[config.mk]
export PLATFORM = sky130hd
export DESIGN_NAME = fde_pipe_core
export DESIGN_NICKNAME = d
export VERILOG_FILES = /design/src/rtl/fde_pipe_core.sv
export SDC_FILE = /design/constraint.sdc
export NUM_CORES = 1
export LEC_CHECK = 0
export CELL_PAD_IN_SITES_DETAIL_PLACEMENT = 1
export CELL_PAD_IN_SITES_GLOBAL_PLACEMENT = 2
export CORE_MARGIN = 10
export CORE_UTILIZATION = 36
export CTS_CLUSTER_SIZE = 8
export DETAILED_ROUTE_END_ITERATION = 10
export PLACE_DENSITY_LB_ADDON = 0.1
export SYNTH_ARGS = -nofsm -noshare
export SYNTH_HDL_FRONTEND = slang
export SYNTH_SLANG_ARGS = --single-unit
[constraint.sdc]
create_clock -name i_clk -period 6 [get_ports i_clk]
set_input_delay 0.9 -clock i_clk [delete_from_list [all_inputs] [get_ports i_clk]]
set_output_delay 0.9 -clock i_clk [all_outputs]
set_load 0.02 [all_outputs]
[src/rtl/fde_pipe_core.sv]
`default_nettype none
// ============================================================================
// Module   : fde_pipe_core
// Purpose  : 3-stage (fetch / decode / execute) pipelined CPU core with a
//            loadable instruction memory, register file, ALU, RAW hazard
//            handling and HALT / stop control.
// Revision : 1.0 - initial release
// ----------------------------------------------------------------------------
// Ports
//   i_clk         in   1           clock, all state on rising edge
//   i_reset       in   1           synchronous active-low reset
//   i_stop        in   1           1 = freeze pipeline this cycle
//   i_imem_we     in   1           IMEM write strobe (loader)
//   i_imem_addr   in   PC_W        IMEM write address
//   i_imem_data   in   INST_W      IMEM write data
//   o_pc          out  PC_W        current fetch address
//   o_write_en    out  1           registered writeback strobe
//   o_write_add   out  REG_ADDR_W  writeback register address
//   o_write_data  out  DATA_W      writeback data
//   o_halted      out  1           sticky HALT indication
// Build option
//   FDE_FWD_EN    defined  : distance-1 RAW hazards bypass the EX result
//                            into the decode operand mux (no stall).
//                 undefined: distance-1 RAW hazards insert one bubble.
// Instruction format: [op:4 | dst | s1 | s2], REG_ADDR_W bits per field.
// ============================================================================
module fde_pipe_core #(
  parameter int DATA_W     = 8,
  parameter int REG_ADDR_W = 4,
  parameter int IMEM_DEPTH = 16,
  localparam int INST_W    = 4 + 3 * REG_ADDR_W,
  localparam int PC_W      = $clog2(IMEM_DEPTH)
) (
  input  logic                  i_clk,
  input  logic                  i_reset,
  input  logic                  i_stop,
  input  logic                  i_imem_we,
  input  logic [PC_W-1:0]       i_imem_addr,
  input  logic [INST_W-1:0]     i_imem_data,
  output logic [PC_W-1:0]       o_pc,
  output logic                  o_write_en,
  output logic [REG_ADDR_W-1:0] o_write_add,
  output logic [DATA_W-1:0]     o_write_data,
  output logic                  o_halted
);

  localparam logic [3:0] OP_NOP  = 4'h0;
  localparam logic [3:0] OP_ADD  = 4'h1;
  localparam logic [3:0] OP_SUB  = 4'h2;
  localparam logic [3:0] OP_AND  = 4'h3;
  localparam logic [3:0] OP_OR   = 4'h4;
  localparam logic [3:0] OP_XOR  = 4'h5;
  localparam logic [3:0] OP_LDI  = 4'h6;
  localparam logic [3:0] OP_MOV  = 4'h7;
  localparam logic [3:0] OP_SHL  = 4'h8;
  localparam logic [3:0] OP_SHR  = 4'h9;
  localparam logic [3:0] OP_HALT = 4'hF;

  localparam int NUM_REGS = 2 ** REG_ADDR_W;

  // Only ops 1..9 produce a register writeback.
  function automatic logic op_writes(input logic [3:0] op);
    return (op >= OP_ADD) && (op <= OP_SHR);
  endfunction

  // Operand usage: a hazard only matters for fields that are really read
  // from the register file (LDI's s1/s2 form an immediate).
  function automatic logic op_uses_s1(input logic [3:0] op);
    return ((op >= OP_ADD) && (op <= OP_XOR)) || (op == OP_MOV) ||
           (op == OP_SHL) || (op == OP_SHR);
  endfunction

  function automatic logic op_uses_s2(input logic [3:0] op);
    return (op >= OP_ADD) && (op <= OP_XOR);
  endfunction

  // --------------------------------------------------------------------------
  // State
  // --------------------------------------------------------------------------
  logic [INST_W-1:0]     imem [IMEM_DEPTH];
  logic [DATA_W-1:0]     regs [NUM_REGS];
  logic [PC_W-1:0]       pc;
  logic [INST_W-1:0]     if_id;
  logic [3:0]            ex_op;
  logic [REG_ADDR_W-1:0] ex_dst;
  logic [DATA_W-1:0]     ex_a;
  logic [DATA_W-1:0]     ex_b;
  logic                  halted;

  // --------------------------------------------------------------------------
  // Decode stage
  // --------------------------------------------------------------------------
  logic [3:0]            d_op;
  logic [REG_ADDR_W-1:0] d_dst;
  logic [REG_ADDR_W-1:0] d_s1;
  logic [REG_ADDR_W-1:0] d_s2;
  logic [DATA_W-1:0]     d_imm;
  logic [DATA_W-1:0]     d_a;
  logic [DATA_W-1:0]     d_b;
  logic                  d_is_halt;
  logic                  ex_writes;
  logic                  hit_s1;
  logic                  hit_s2;
  logic                  stall;
  logic [DATA_W-1:0]     alu_res;

  assign d_op      = if_id[INST_W-1 -: 4];
  assign d_dst     = if_id[3*REG_ADDR_W-1 -: REG_ADDR_W];
  assign d_s1      = if_id[2*REG_ADDR_W-1 -: REG_ADDR_W];
  assign d_s2      = if_id[REG_ADDR_W-1:0];
  assign d_imm     = DATA_W'({d_s1, d_s2});
  assign d_is_halt = (d_op == OP_HALT);

  // The instruction in EX writes the register file on the same edge that
  // decode samples it, so a distance-1 consumer would see the stale value.
  assign ex_writes = op_writes(ex_op);
  assign hit_s1    = ex_writes && op_uses_s1(d_op) && (ex_dst == d_s1);
  assign hit_s2    = ex_writes && op_uses_s2(d_op) && (ex_dst == d_s2);

`ifdef FDE_FWD_EN
  assign stall = 1'b0;
  always_comb begin
    d_a = hit_s1 ? alu_res : regs[d_s1];
    d_b = hit_s2 ? alu_res : regs[d_s2];
    if (d_op == OP_LDI) begin
      d_a = d_imm;
    end
  end
`else
  assign stall = hit_s1 || hit_s2;
  always_comb begin
    d_a = regs[d_s1];
    d_b = regs[d_s2];
    if (d_op == OP_LDI) begin
      d_a = d_imm;
    end
  end
`endif

  // --------------------------------------------------------------------------
  // Execute stage ALU (LDI immediate travels in the A operand)
  // --------------------------------------------------------------------------
  always_comb begin
    alu_res = '0;
    case (ex_op)
      OP_ADD:  alu_res = ex_a + ex_b;
      OP_SUB:  alu_res = ex_a - ex_b;
      OP_AND:  alu_res = ex_a & ex_b;
      OP_OR:   alu_res = ex_a | ex_b;
      OP_XOR:  alu_res = ex_a ^ ex_b;
      OP_LDI:  alu_res = ex_a;
      OP_MOV:  alu_res = ex_a;
      OP_SHL:  alu_res = ex_a << 1;
      OP_SHR:  alu_res = ex_a >> 1;
      default: alu_res = '0;
    endcase
  end

  // --------------------------------------------------------------------------
  // Instruction memory: never reset, writable at any time. The fetch below
  // samples imem[pc] with a non-blocking read, so a same-edge write to the
  // fetch address returns the old word.
  // --------------------------------------------------------------------------
  always_ff @(posedge i_clk) begin
    if (i_imem_we) begin
      imem[i_imem_addr] <= i_imem_data;
    end
  end

  // --------------------------------------------------------------------------
  // Pipeline registers. Priority: reset > stop > stall > halt > normal.
  // --------------------------------------------------------------------------
  always_ff @(posedge i_clk) begin
    if (!i_reset) begin
      pc           <= '0;
      if_id        <= '0;
      ex_op        <= OP_NOP;
      ex_dst       <= '0;
      ex_a         <= '0;
      ex_b         <= '0;
      halted       <= 1'b0;
      o_write_en   <= 1'b0;
      o_write_add  <= '0;
      o_write_data <= '0;
      for (int i = 0; i < NUM_REGS; i++) begin
        regs[i] <= '0;
      end
    end else if (i_stop) begin
      // Everything holds; only the strobe drops so no write is repeated.
      o_write_en <= 1'b0;
    end else begin
      // Execute / writeback always advances when not stopped.
      o_write_en <= ex_writes;
      if (ex_writes) begin
        o_write_add  <= ex_dst;
        o_write_data <= alu_res;
        regs[ex_dst] <= alu_res;
      end

      if (stall) begin
        // pc and IF/ID hold; bubble into EX.
        ex_op  <= OP_NOP;
        ex_dst <= '0;
        ex_a   <= '0;
        ex_b   <= '0;
      end else if (d_is_halt || halted) begin
        // Once halted the front end is parked: pc frozen, NOPs flow down.
        halted <= 1'b1;
        if_id  <= '0;
        ex_op  <= OP_NOP;
        ex_dst <= '0;
        ex_a   <= '0;
        ex_b   <= '0;
      end else begin
        if_id  <= imem[pc];
        pc     <= pc + PC_W'(1);
        ex_op  <= d_op;
        ex_dst <= d_dst;
        ex_a   <= d_a;
        ex_b   <= d_b;
      end
    end
  end

  assign o_pc     = pc;
  assign o_halted = halted;

endmodule
`default_nettype wire

==> results of run 1 <==
-- cells in the final DEF (no fill, tap or decap), types with 15 or more instances in the layout --
| cell | Yosys | routed |
|---|---|---|
| sky130_fd_sc_hd__a211oi_1 | 22 | 22 |
| sky130_fd_sc_hd__mux2i_1 | 54 | 54 |
| sky130_fd_sc_hd__ha_1 | 25 | 25 |
| sky130_fd_sc_hd__dfxtp_1 | 70 | 65 |
| sky130_fd_sc_hd__buf_4 | 14 | 33 |
| sky130_fd_sc_hd__a22o_1 | 38 | 38 |
| sky130_fd_sc_hd__xnor2_1 | 16 | 16 |
| sky130_fd_sc_hd__mux4_2 | 121 | 121 |
| sky130_fd_sc_hd__clkbuf_1 | 33 | 25 |
| sky130_fd_sc_hd__nor2b_1 | 26 | 25 |
| sky130_fd_sc_hd__a22oi_1 | 19 | 19 |
| sky130_fd_sc_hd__edfxtp_1 | 384 | 384 |
| sky130_fd_sc_hd__clkdlybuf4s50_1 | 0 | 41 |
| sky130_fd_sc_hd__nor2_1 | 172 | 160 |
| sky130_fd_sc_hd__o21ai_0 | 15 | 15 |
| sky130_fd_sc_hd__clkbuf_16 | 0 | 67 |
| sky130_fd_sc_hd__nand2_1 | 58 | 58 |
| sky130_fd_sc_hd__inv_1 | 21 | 21 |
| sky130_fd_sc_hd__a21oi_1 | 28 | 28 |
-- sequential cells by signal, summed over array words and instances, names as in the netlist, named ones only --
register	count
o_halted	1
imem	256
ex_dst	4
o_pc	4
o_write_data	8
o_write_add	4
ex_op	4
ex_a	8
o_write_en	1
if_id	16
ex_b	8
regs	128
-- routing by layer --
layer  vias up  GRT usage
li1       5141          -
met3        86     0.0316
met4         2     0.0498
met1      6137      0.223
met5         -          0
met2       232      0.299
-- final timing paths --
check	from	to	slack (ns)	cells after the start
worst max register to register	ex_op[2]$_SDFFE_PN0N_	regs[9][5]$_SDFFCE_PN0P_	2.02	10
worst min-delay path	if_id[8]$_SDFFE_PN0P_	if_id[8]$_SDFFE_PN0P_	0.45	2
worst min register to register	if_id[8]$_SDFFE_PN0P_	if_id[8]$_SDFFE_PN0P_	0.45	2
worst max-delay path	ex_op[2]$_SDFFE_PN0N_	regs[9][5]$_SDFFCE_PN0P_	2.02	10
-- worst min-delay path, stage by stage (launching register included) --
cell                      delay (ns)
sky130_fd_sc_hd__dfxtp_1        0.31
sky130_fd_sc_hd__nand2_1        0.05
sky130_fd_sc_hd__o21ai_1        0.05
-- through the flow --
stage	utilization	instance area, um2
2_1_floorplan	-	20000
3_3_place_gp	0.386	21300
3_5_place_dp	0.386	21300
4_1_cts	0.421	23200
5_1_grt	0.421	23200
6_report	0.421	23200
-- layout make-up --
class / count / area share
Clock buffer: 92 / 0.0764
Clock inverter: 9 / 0.00513
Inverter: 22 / 0.00356
Multi-Input combinational cell: 720 / 0.288
Sequential cell: 454 / 0.559
Tap cell: 748 / 0.0404
Timing Repair Buffer: 74 / 0.0284
-- power breakdown --
group / leakage, nW / internal (mW) / total, mW / switching, mW
Combinational: 2.25 / 0.421 / 0.997 / 0.575
Clock: 0.912 / 2.05 / 3.43 / 1.37
Sequential: 4.21 / 3.54 / 3.67 / 0.132
-- kinds of logic (layout without fill, tap and decap cells) --
kind of cell,after synthesis,after routing,synth area share
AO/OA/AOI/OAI,182,182,0.0679
AND/OR/NAND/NOR,317,317,0.0719
adder cells (fa/ha/maj),26,26,0.0166
buffers and inverters,109,197,0.0262
XOR/XNOR,17,17,0.00743
flip-flops,454,454,0.645
multiplexers,178,178,0.165
==> results.json, run 1 <==
{
  "numClockSinks": 454,
  "cts_setup_buffers": 0,
  "critical-path-top-delay-family": "compound AO/OA/AOI/OAI gates",
  "gp_congestion": 0.767,
  "number_of_synthesized_flops_with_an_enable_pin": 384,
  "timing.clock.skew_ns": 0.0391,
  "synthArstFlopShare": 0,
  "post-route-drc-count": 0,
  "number_of_global_route_vias_before_repair": 12200,
  "dp_hpwl_um": 37000,
  "gate_count_of_the_mapped_netlist": 1283,
  "fillerInstances": 5497,
  "final_period_minus_worst_setup_slack_ns": 3.98,
  "ios": 42,
  "post-route-period-util": 0.664,
  "grt_usage": 0.175,
  "die_h_um": 256,
  "max_cap_violations": 0,
  "path_class": "reg2reg",
  "synth_flop_cell": "sky130_fd_sc_hd__edfxtp_1",
  "design.final.nets": 1389,
  "power_density_nw_per_um2": 349,
  "finalSetupViolations": 0,
  "maxClockFrequency_mhz": 251,
  "detail-route-antenna-nets": 0,
  "numPortBuffers": 41,
  "cts-hold-fix-buffers": 0,
  "wl_met3_um": 2140,
  "power.ir.vdd_worst_uv": 232,
  "n_antenna_cell": 0,
  "syn2layout_area_growth_pct": 15.6,
  "first_iter_violations": 772,
  "top_signal_layer_used": "met5",
  "multi_input_comb_area_um2": 6660,
  "timing.critical_path.arrival_ns": 4.26,
  "cts_max_path_buffers": 3,
  "dp_cells": 2018,
  "placementRows": 86,
  "crit_required_ns": 6.28,
  "synthDominantCellAreaShare": 0.575,
  "first_pass_grt_wire_length_um": 85000,
  "layout.cells.non_filler": 2119,
  "regArea_um2": 12900,
  "root_buffer_master": "sky130_fd_sc_hd__clkbuf_16",
  "yosys.cell_count.top_type": "sky130_fd_sc_hd__edfxtp_1",
  "yosys-top-cells-count": "sky130_fd_sc_hd__edfxtp_1, sky130_fd_sc_hd__nor2_1, sky130_fd_sc_hd__mux4_2",
  "worst_slack_ns": 2.02,
  "drtPass1Iterations": 5,
  "clk_pin_slew_ns": 0.05,
  "critPathCaptureType": "flip-flop",
  "worst_slew_pin_slew_ns": 1.00,
  "routed_via_density": 5.47,
  "critPathMaxStageDelay_ns": 0.82,
  "grt_antenna_before_repair": 1,
  "detail_route.wl_per_cell_um": 27.1,
  "clock_latency_ns": 0.60,
  "yosys_warnings": 0,
  "globalRoute.totalOverflow": 0,
  "worstPathMaxFanout": 23,
  "dieArea_um2": 65500,
  "drt-total-wl_um": 57500,
  "power.leakage_nw": 7.37,
  "initial_standard_cell_utilization_of_the_core": 0.364,
  "met1Wirelength_um": 25000,
  "met2_wirelength_um": 29000,
  "hold_violations": 0,
  "area_of_the_core_um2": 55100,
  "slowest_stage": "sky130_fd_sc_hd__a31oi_2",
  "drv_slew": 0,
  "crit_path_cell_trace": "nor4b_4 > mux2_2 > inv_1 > ha_1 > nor2b_1 > o31a_1 > o21a_1 > or3_1 > a31oi_2 > nor2_1",
  "critical_path.startpoint_type": "flip-flop",
  "yosysUniqueCellTypes": 69,
  "cts_buffers": 67,
  "grt_setup_unrepaired": "false",
  "hold_path_class": "reg2reg",
  "ys_seq_area_frac": 0.645,
  "die_w_um": 256,
  "tritoncts": "built",
  "synth.area.top_cells": "sky130_fd_sc_hd__edfxtp_1, sky130_fd_sc_hd__mux4_2, sky130_fd_sc_hd__dfxtp_1",
  "slew-limit-headroom": 0.330,
  "cts_resized": 0,
  "totalNegativeSetupSlack_ns": 0,
  "place_ws_ns": 1.97,
  "drive_gt1_frac": 0.198,
  "finalPower_mw": 8.09,
  "grt_max_degree": 37,
  "htree_levels": 3,
  "status": "finished clean",
  "post-synth-top-area-cell": "sky130_fd_sc_hd__edfxtp_1",
  "critPathBufInv": 1,
  "post_synthesis_register_bit_count": 454,
  "synthesized_cell_area_um2": 20000,
  "hold_ws_ns": 0.452,
  "synthesis.nets": 1333,
  "syn-mean-instance-area_um2": 15.6,
  "route.vias.total": 11600
}
No activity file was read; power rests on OpenSTA's default activity.
==> run 2: changes to the inputs <==
==> constraint.sdc (replaced) <==
create_clock -name i_clk -period 3.4 [get_ports i_clk]
set_input_delay 0.51 -clock i_clk [delete_from_list [all_inputs] [get_ports i_clk]]
set_output_delay 0.51 -clock i_clk [all_outputs]
set_load 0.02 [all_outputs]
==> run 2 against run 1 <==
Power grew 78%. Count of clock-buffer cells in the layout is the same. Worst setup slack got worse by 1.7 ns. Utilization rose by 0.71 points. Clock skew decreased by 0.019 ns. Non-clock buffer count rose by 43. Combinational power grew 85%. Sequential share of layout area decreased by 0.92 points. Cell count rose by 2.0%. Clock power grew 78%. Critical path type unchanged.
==> results.json, run 2 (synthesis gave the netlist of run 1 again) <==
{
  "status": "finished clean",
  "worst_slack_ns": 0.353,
  "grt_usage": 0.176,
  "gp_congestion": 0.770,
  "post-route-drc-count": 0,
  "final_period_minus_worst_setup_slack_ns": 3.05,
  "worst_slew_pin_slew_ns": 1.01,
  "min_delay_worst_endpoint": "if_id[8]$_SDFFE_PN0P_",
  "tritoncts": "built",
  "biggest_regs": "imem (256), regs (128), if_id (16)",
  "crit_path_start": "ex_op[0]$_SDFFE_PN0N_",
  "met2_grt_util": 0.299,
  "hold_path_class": "reg2reg",
  "finalSetupViolations": 0,
  "place_ws_ns": 0.363,
  "cts_buffers": 67,
  "n_antenna_cell": 0,
  "first_pass_grt_wire_length_um": 85400,
  "timing.clock.skew_ns": 0.0198,
  "die_h_um": 256,
  "power.ir.vdd_worst_uv": 411,
  "totalNegativeSetupSlack_ns": 0,
  "busiest_layer": "met2",
  "path_class": "reg2reg",
  "grt_setup_unrepaired": "false",
  "largest_register_ff_count": 256,
  "slew-limit-headroom": 0.324,
  "dp_hpwl_um": 36900,
  "crit_required_ns": 3.74,
  "maxClockFrequency_mhz": 328,
  "numPortBuffers": 41,
  "number_of_global_route_vias_before_repair": 12600,
  "worstPathMaxFanout": 17,
  "routed_via_density": 5.34,
  "regToRegSetupSlack_ns": 0.35,
  "initial_standard_cell_utilization_of_the_core": 0.364,
  "dieArea_um2": 65500,
  "first_iter_violations": 853,
  "cts-hold-fix-buffers": 0,
  "finalCoreUtilization": 0.428,
  "critical_path.startpoint_type": "flip-flop",
  "grt_antenna_before_repair": 1,
  "numClockSinks": 454,
  "met1_usage": 0.219,
  "most_common_cell_after_layout_fill_and_taps_aside": "sky130_fd_sc_hd__edfxtp_1",
  "drive_gt1_frac": 0.222,
  "detail_route.wl_per_cell_um": 26.5,
  "root_buffer_master": "sky130_fd_sc_hd__clkbuf_16",
  "grtUsageMet3": 0.0359,
  "layout.cells.most_common_list": "sky130_fd_sc_hd__edfxtp_1, sky130_fd_sc_hd__nor2_1, sky130_fd_sc_hd__mux4_2",
  "crit-reg2reg-launch": "ex_op[0]$_SDFFE_PN0N_",
  "clock_latency_ns": 0.60,
  "reg2regPathDepth": 12,
  "detail-route-antenna-nets": 0,
  "cts_resized": 0,
  "grt_max_degree": 63,
  "area_of_the_core_um2": 55100,
  "placementRows": 86,
  "whs_path_depth": 2,
  "globalRoute.totalOverflow": 0,
  "drv_slew": 0,
  "r2r-end": "regs[14][6]$_SDFFCE_PN0P_",
  "cts_max_path_buffers": 3,
  "registers.top_by_ff_count": "imem",
  "htree_levels": 3,
  "cts_setup_buffers": 0,
  "route.vias.total": 11500,
  "post-route-period-util": 0.896,
  "power_density_nw_per_um2": 611,
  "syn2layout_area_growth_pct": 17.6,
  "die_w_um": 256,
  "hold_ws_ns": 0.449,
  "clk_pin_slew_ns": 0.05,
  "max_cap_violations": 0,
  "critPathCaptureType": "flip-flop",
  "timing.critical_path.arrival_ns": 3.38,
  "design.final.nets": 1432,
  "power.leakage_nw": 7.61,
  "ios": 42,
  "drtPass1Iterations": 4,
  "hold_violations": 0,
  "timing.hold.worst.start": "if_id[8]$_SDFFE_PN0P_",
  "drt-total-wl_um": 57300
}
## run 2: critical path, cell delays in order (launching register included)
cell and delay [ns]:
sky130_fd_sc_hd__dfxtp_1 0.33, sky130_fd_sc_hd__nor4b_4 0.31, sky130_fd_sc_hd__buf_4 0.19, sky130_fd_sc_hd__nor2_1 0.05
sky130_fd_sc_hd__xnor2_1 0.12, sky130_fd_sc_hd__ha_1 0.32, sky130_fd_sc_hd__nor2b_1 0.16, sky130_fd_sc_hd__o31a_1 0.27
sky130_fd_sc_hd__o21a_1 0.18, sky130_fd_sc_hd__or3_1 0.35, sky130_fd_sc_hd__a31oi_4 0.17, sky130_fd_sc_hd__buf_4 0.26
sky130_fd_sc_hd__nor2_1 0.07
## run 2: worst max path at each step
stage                                     end  slack (ns)  cells past startpoint
finish              regs[14][6]$_SDFFCE_PN0P_        0.35                     12
global route        regs[13][6]$_SDFFCE_PN0P_        0.16                     12
detailed placement  regs[14][6]$_SDFFCE_PN0P_        0.36                     12
floorplan            regs[9][5]$_SDFFCE_PN0P_        0.30                     12
CTS                 regs[14][6]$_SDFFCE_PN0P_        0.34                     12
global placement     regs[2][6]$_SDFFCE_PN0P_        0.39                     12
## run 2: power breakdown
part / leakage [nW] / total, mW / switching [mW] / internal (mW)
clock network: 0.925 / 6.11 / 2.44 / 3.67
logic: 2.47 / 1.84 / 1.05 / 0.783
registers: 4.21 / 6.44 / 0.196 / 6.24
## run 2: per-stage QoR
| stage | cell area, um2 | instances | power (mW) |
|---|---|---|---|
| 2_1_floorplan | 20000 | 1283 | 7.72 |
| 3_3_place_gp | 21600 | 2061 | 8.39 |
| 3_5_place_dp | 21600 | 2061 | 8.41 |
| 4_1_cts | 23600 | 2162 | 14.6 |
| 5_1_grt | 23600 | 2162 | 15.0 |
| 6_report | 23600 | 2162 | 14.4 |
## run 2: cell type report
| class | instances | area (um2) |
|---|---|---|
| Fill cell | 5461 | 31500 |
| Sequential cell | 454 | 12900 |
| Multi-Input combinational cell | 720 | 6640 |
| Clock buffer | 92 | 1790 |
| Timing Repair Buffer | 117 | 1040 |
| Tap cell | 748 | 936 |
| Clock inverter | 9 | 125 |
| Inverter | 22 | 82.6 |
## run 2: metal layers
metal / part of all wire / vias up
met5: 0.00030 / -
met4: 0.031 / 2
met3: 0.037 / 94
met2: 0.50 / 201
met1: 0.43 / 6026
li1: - / 5225
==> run 3: changes to the inputs <==
==> config.mk (replaced) <==
export PLATFORM = sky130hd
export DESIGN_NAME = fde_pipe_core
export DESIGN_NICKNAME = d
export VERILOG_FILES = /design/src/rtl/fde_pipe_core.sv
export SDC_FILE = /design/constraint.sdc
export NUM_CORES = 1
export LEC_CHECK = 0
export CAP_MARGIN = 5
export CORE_MARGIN = 10
export CORE_UTILIZATION = 36
export CTS_CLUSTER_SIZE = 8
export DETAILED_ROUTE_END_ITERATION = 10
export SYNTH_ARGS = -nofsm -noshare
export SYNTH_HDL_FRONTEND = slang
export SYNTH_SLANG_ARGS = --single-unit
==> run 3 against run 2 <==
Sequential share of layout area grew 0.26 points. Power is 1.2% lower. Die area unchanged. Global-route usage is 2.6 points lower. Worst setup slack lost 0.16 ns. Clock skew fell by 0.0025 ns. Maximum frequency is 5.1% lower. Worst hold slack improved by 0.0023 ns. Count of clock-buffer cells in the layout did not move. Critical path type unchanged. Critical endpoint is now regs[10][6]$_SDFFCE_PN0P_.
==> results.json, run 3 (synthesis gave the netlist of run 1 again) <==
{
  "tritoncts": "built",
  "crit_path_start": "ex_op[0]$_SDFFE_PN0N_",
  "critical_path.startpoint_type": "flip-flop",
  "status": "finished clean",
  "cts-hold-fix-buffers": 0,
  "first_pass_grt_wire_length_um": 74900,
  "numClockSinks": 454,
  "maxClockFrequency_mhz": 312,
  "clk_pin_slew_ns": 0.05,
  "placementRows": 86,
  "cts_setup_buffers": 0,
  "final_period_minus_worst_setup_slack_ns": 3.21,
  "post-route-period-util": 0.944,
  "globalRoute.totalOverflow": 0,
  "biggest_regs": "imem (256), regs (128), if_id (16)",
  "crit-reg2reg-launch": "ex_op[0]$_SDFFE_PN0N_",
  "place_area_um2": 21500,
  "cts_resized": 0,
  "dieArea_um2": 65500,
  "place_ws_ns": 0.252,
  "registers.top_by_ff_count": "imem",
  "gp_congestion": 0.845,
  "die_h_um": 256,
  "hold_violations": 0,
  "slew-limit-headroom": 0.310,
  "route.vias.total": 11700,
  "cts_max_path_buffers": 3,
  "numPortBuffers": 41,
  "drt-total-wl_um": 50000,
  "grt_max_degree": 69,
  "drive_gt1_frac": 0.214,
  "design.final.nets": 1418,
  "drtPass1Iterations": 6,
  "max_cap_violations": 0,
  "timing.critical_path.arrival_ns": 3.50,
  "power.ir.vdd_worst_uv": 408,
  "first_iter_violations": 1074,
  "regToRegSetupSlack_ns": 0.19,
  "reg2regPathDepth": 10,
  "area_of_the_core_um2": 55100,
  "stdcell_area_um2": 23400,
  "finalSetupViolations": 0,
  "number_of_global_route_vias_before_repair": 11800,
  "layout.cells.most_common_list": "sky130_fd_sc_hd__edfxtp_1, sky130_fd_sc_hd__nor2_1, sky130_fd_sc_hd__mux4_2",
  "power_density_nw_per_um2": 606,
  "clock_latency_ns": 0.57,
  "crit_required_ns": 3.69,
  "path_class": "reg2reg",
  "die_w_um": 256,
  "syn2layout_area_growth_pct": 17.0,
  "dp_cells": 2047,
  "drv_slew": 0,
  "grt_antenna_before_repair": 2,
  "detail_route.wl_per_cell_um": 23.3,
  "root_buffer_master": "sky130_fd_sc_hd__clkbuf_16",
  "grt_setup_unrepaired": "false",
  "htree_levels": 3,
  "post-route-drc-count": 0,
  "n_antenna_cell": 0,
  "r2r-end": "regs[10][6]$_SDFFCE_PN0P_",
  "cts_buffers": 67,
  "layout.cells.non_filler": 2145,
  "timing.clock.skew_ns": 0.0173,
  "worst_slew_pin_slew_ns": 1.03,
  "largest_register_ff_count": 256,
  "most_common_cell_after_layout_fill_and_taps_aside": "sky130_fd_sc_hd__edfxtp_1",
  "hold_path_class": "reg2reg",
  "fillerInstances": 4918,
  "ios": 42,
  "worst_slack_ns": 0.190,
  "detail-route-antenna-nets": 0,
  "totalNegativeSetupSlack_ns": 0,
  "critPathCaptureType": "flip-flop",
  "initial_standard_cell_utilization_of_the_core": 0.364,
  "finalCoreUtilization": 0.426,
  "power.leakage_nw": 7.53,
  "routed_via_density": 5.47,
  "grt_usage": 0.150,
  "dp_hpwl_um": 30900,
  "worstPathMaxFanout": 17,
  "crit_end": "regs[10][6]$_SDFFCE_PN0P_"
}
run 3: cell types whose count changed in the layout (fill, tap and decap cells not counted), sizes merged:
cell / delta
bufinv: +1
clkinv: -3
buf: -14
inv: -1
run 3: how the worst min path moves through the flow:
stage,from,to,slack [ns],cells after the start
CTS,if_id[8]$_SDFFE_PN0P_,if_id[8]$_SDFFE_PN0P_,0.46,2
floorplan,if_id[10]$_SDFFE_PN0P_,if_id[10]$_SDFFE_PN0P_,0.43,2
detailed placement,if_id[8]$_SDFFE_PN0P_,if_id[8]$_SDFFE_PN0P_,0.44,2
global route,if_id[11]$_SDFFE_PN0P_,if_id[11]$_SDFFE_PN0P_,0.48,2
finish,if_id[9]$_SDFFE_PN0P_,if_id[9]$_SDFFE_PN0P_,0.45,2
global placement,if_id[8]$_SDFFE_PN0P_,if_id[8]$_SDFFE_PN0P_,0.44,2
run 3: critical path, cell delays in order, from the launching register on:
cell,delay (ns)
sky130_fd_sc_hd__dfxtp_1,0.33
sky130_fd_sc_hd__nor4b_4,0.47
sky130_fd_sc_hd__nor2_1,0.10
sky130_fd_sc_hd__xnor2_1,0.14
sky130_fd_sc_hd__ha_1,0.32
sky130_fd_sc_hd__nor2b_1,0.16
sky130_fd_sc_hd__o31a_1,0.25
sky130_fd_sc_hd__o21a_1,0.19
sky130_fd_sc_hd__or3_1,0.35
sky130_fd_sc_hd__a31oi_4,0.51
sky130_fd_sc_hd__nor2_1,0.11
run 3: cell type report:
| class | instances | area [um2] | area share |
|---|---|---|---|
| sequential | 454 | 12900 | 0.552 |
| multi-input combinational | 720 | 6640 | 0.283 |
| inverter | 22 | 82.6 | 0.00352 |
| clock inverter | 6 | 96.3 | 0.00411 |
| tap | 748 | 936 | 0.0399 |
| clock buffer | 92 | 1810 | 0.0773 |
| timing repair buffer | 103 | 938 | 0.0400 |
run 3: through the flow:
stage          total power, mW  hold slack (ns)
3_3_place_gp              8.26            0.437
5_1_grt                   14.7            0.475
4_1_cts                   14.3            0.455
2_1_floorplan             7.72            0.429
3_5_place_dp              8.29            0.444
6_report                  14.2            0.451
run 3: where the power goes:
group          switching (mW)  internal, mW
clock network            2.28          3.75
registers               0.189          6.24
logic                   0.989         0.764
run 3: per-layer routing:
| layer | global-route usage | wire (um) | vias up |
|---|---|---|---|
| met3 | 0.0272 | 2680 | 76 |
| met4 | 0.0465 | 1170 | 4 |
| met1 | 0.196 | 21600 | 6021 |
| li1 | - | - | 5204 |
| met2 | 0.248 | 24600 | 418 |
| met5 | 0 | 27 | - |
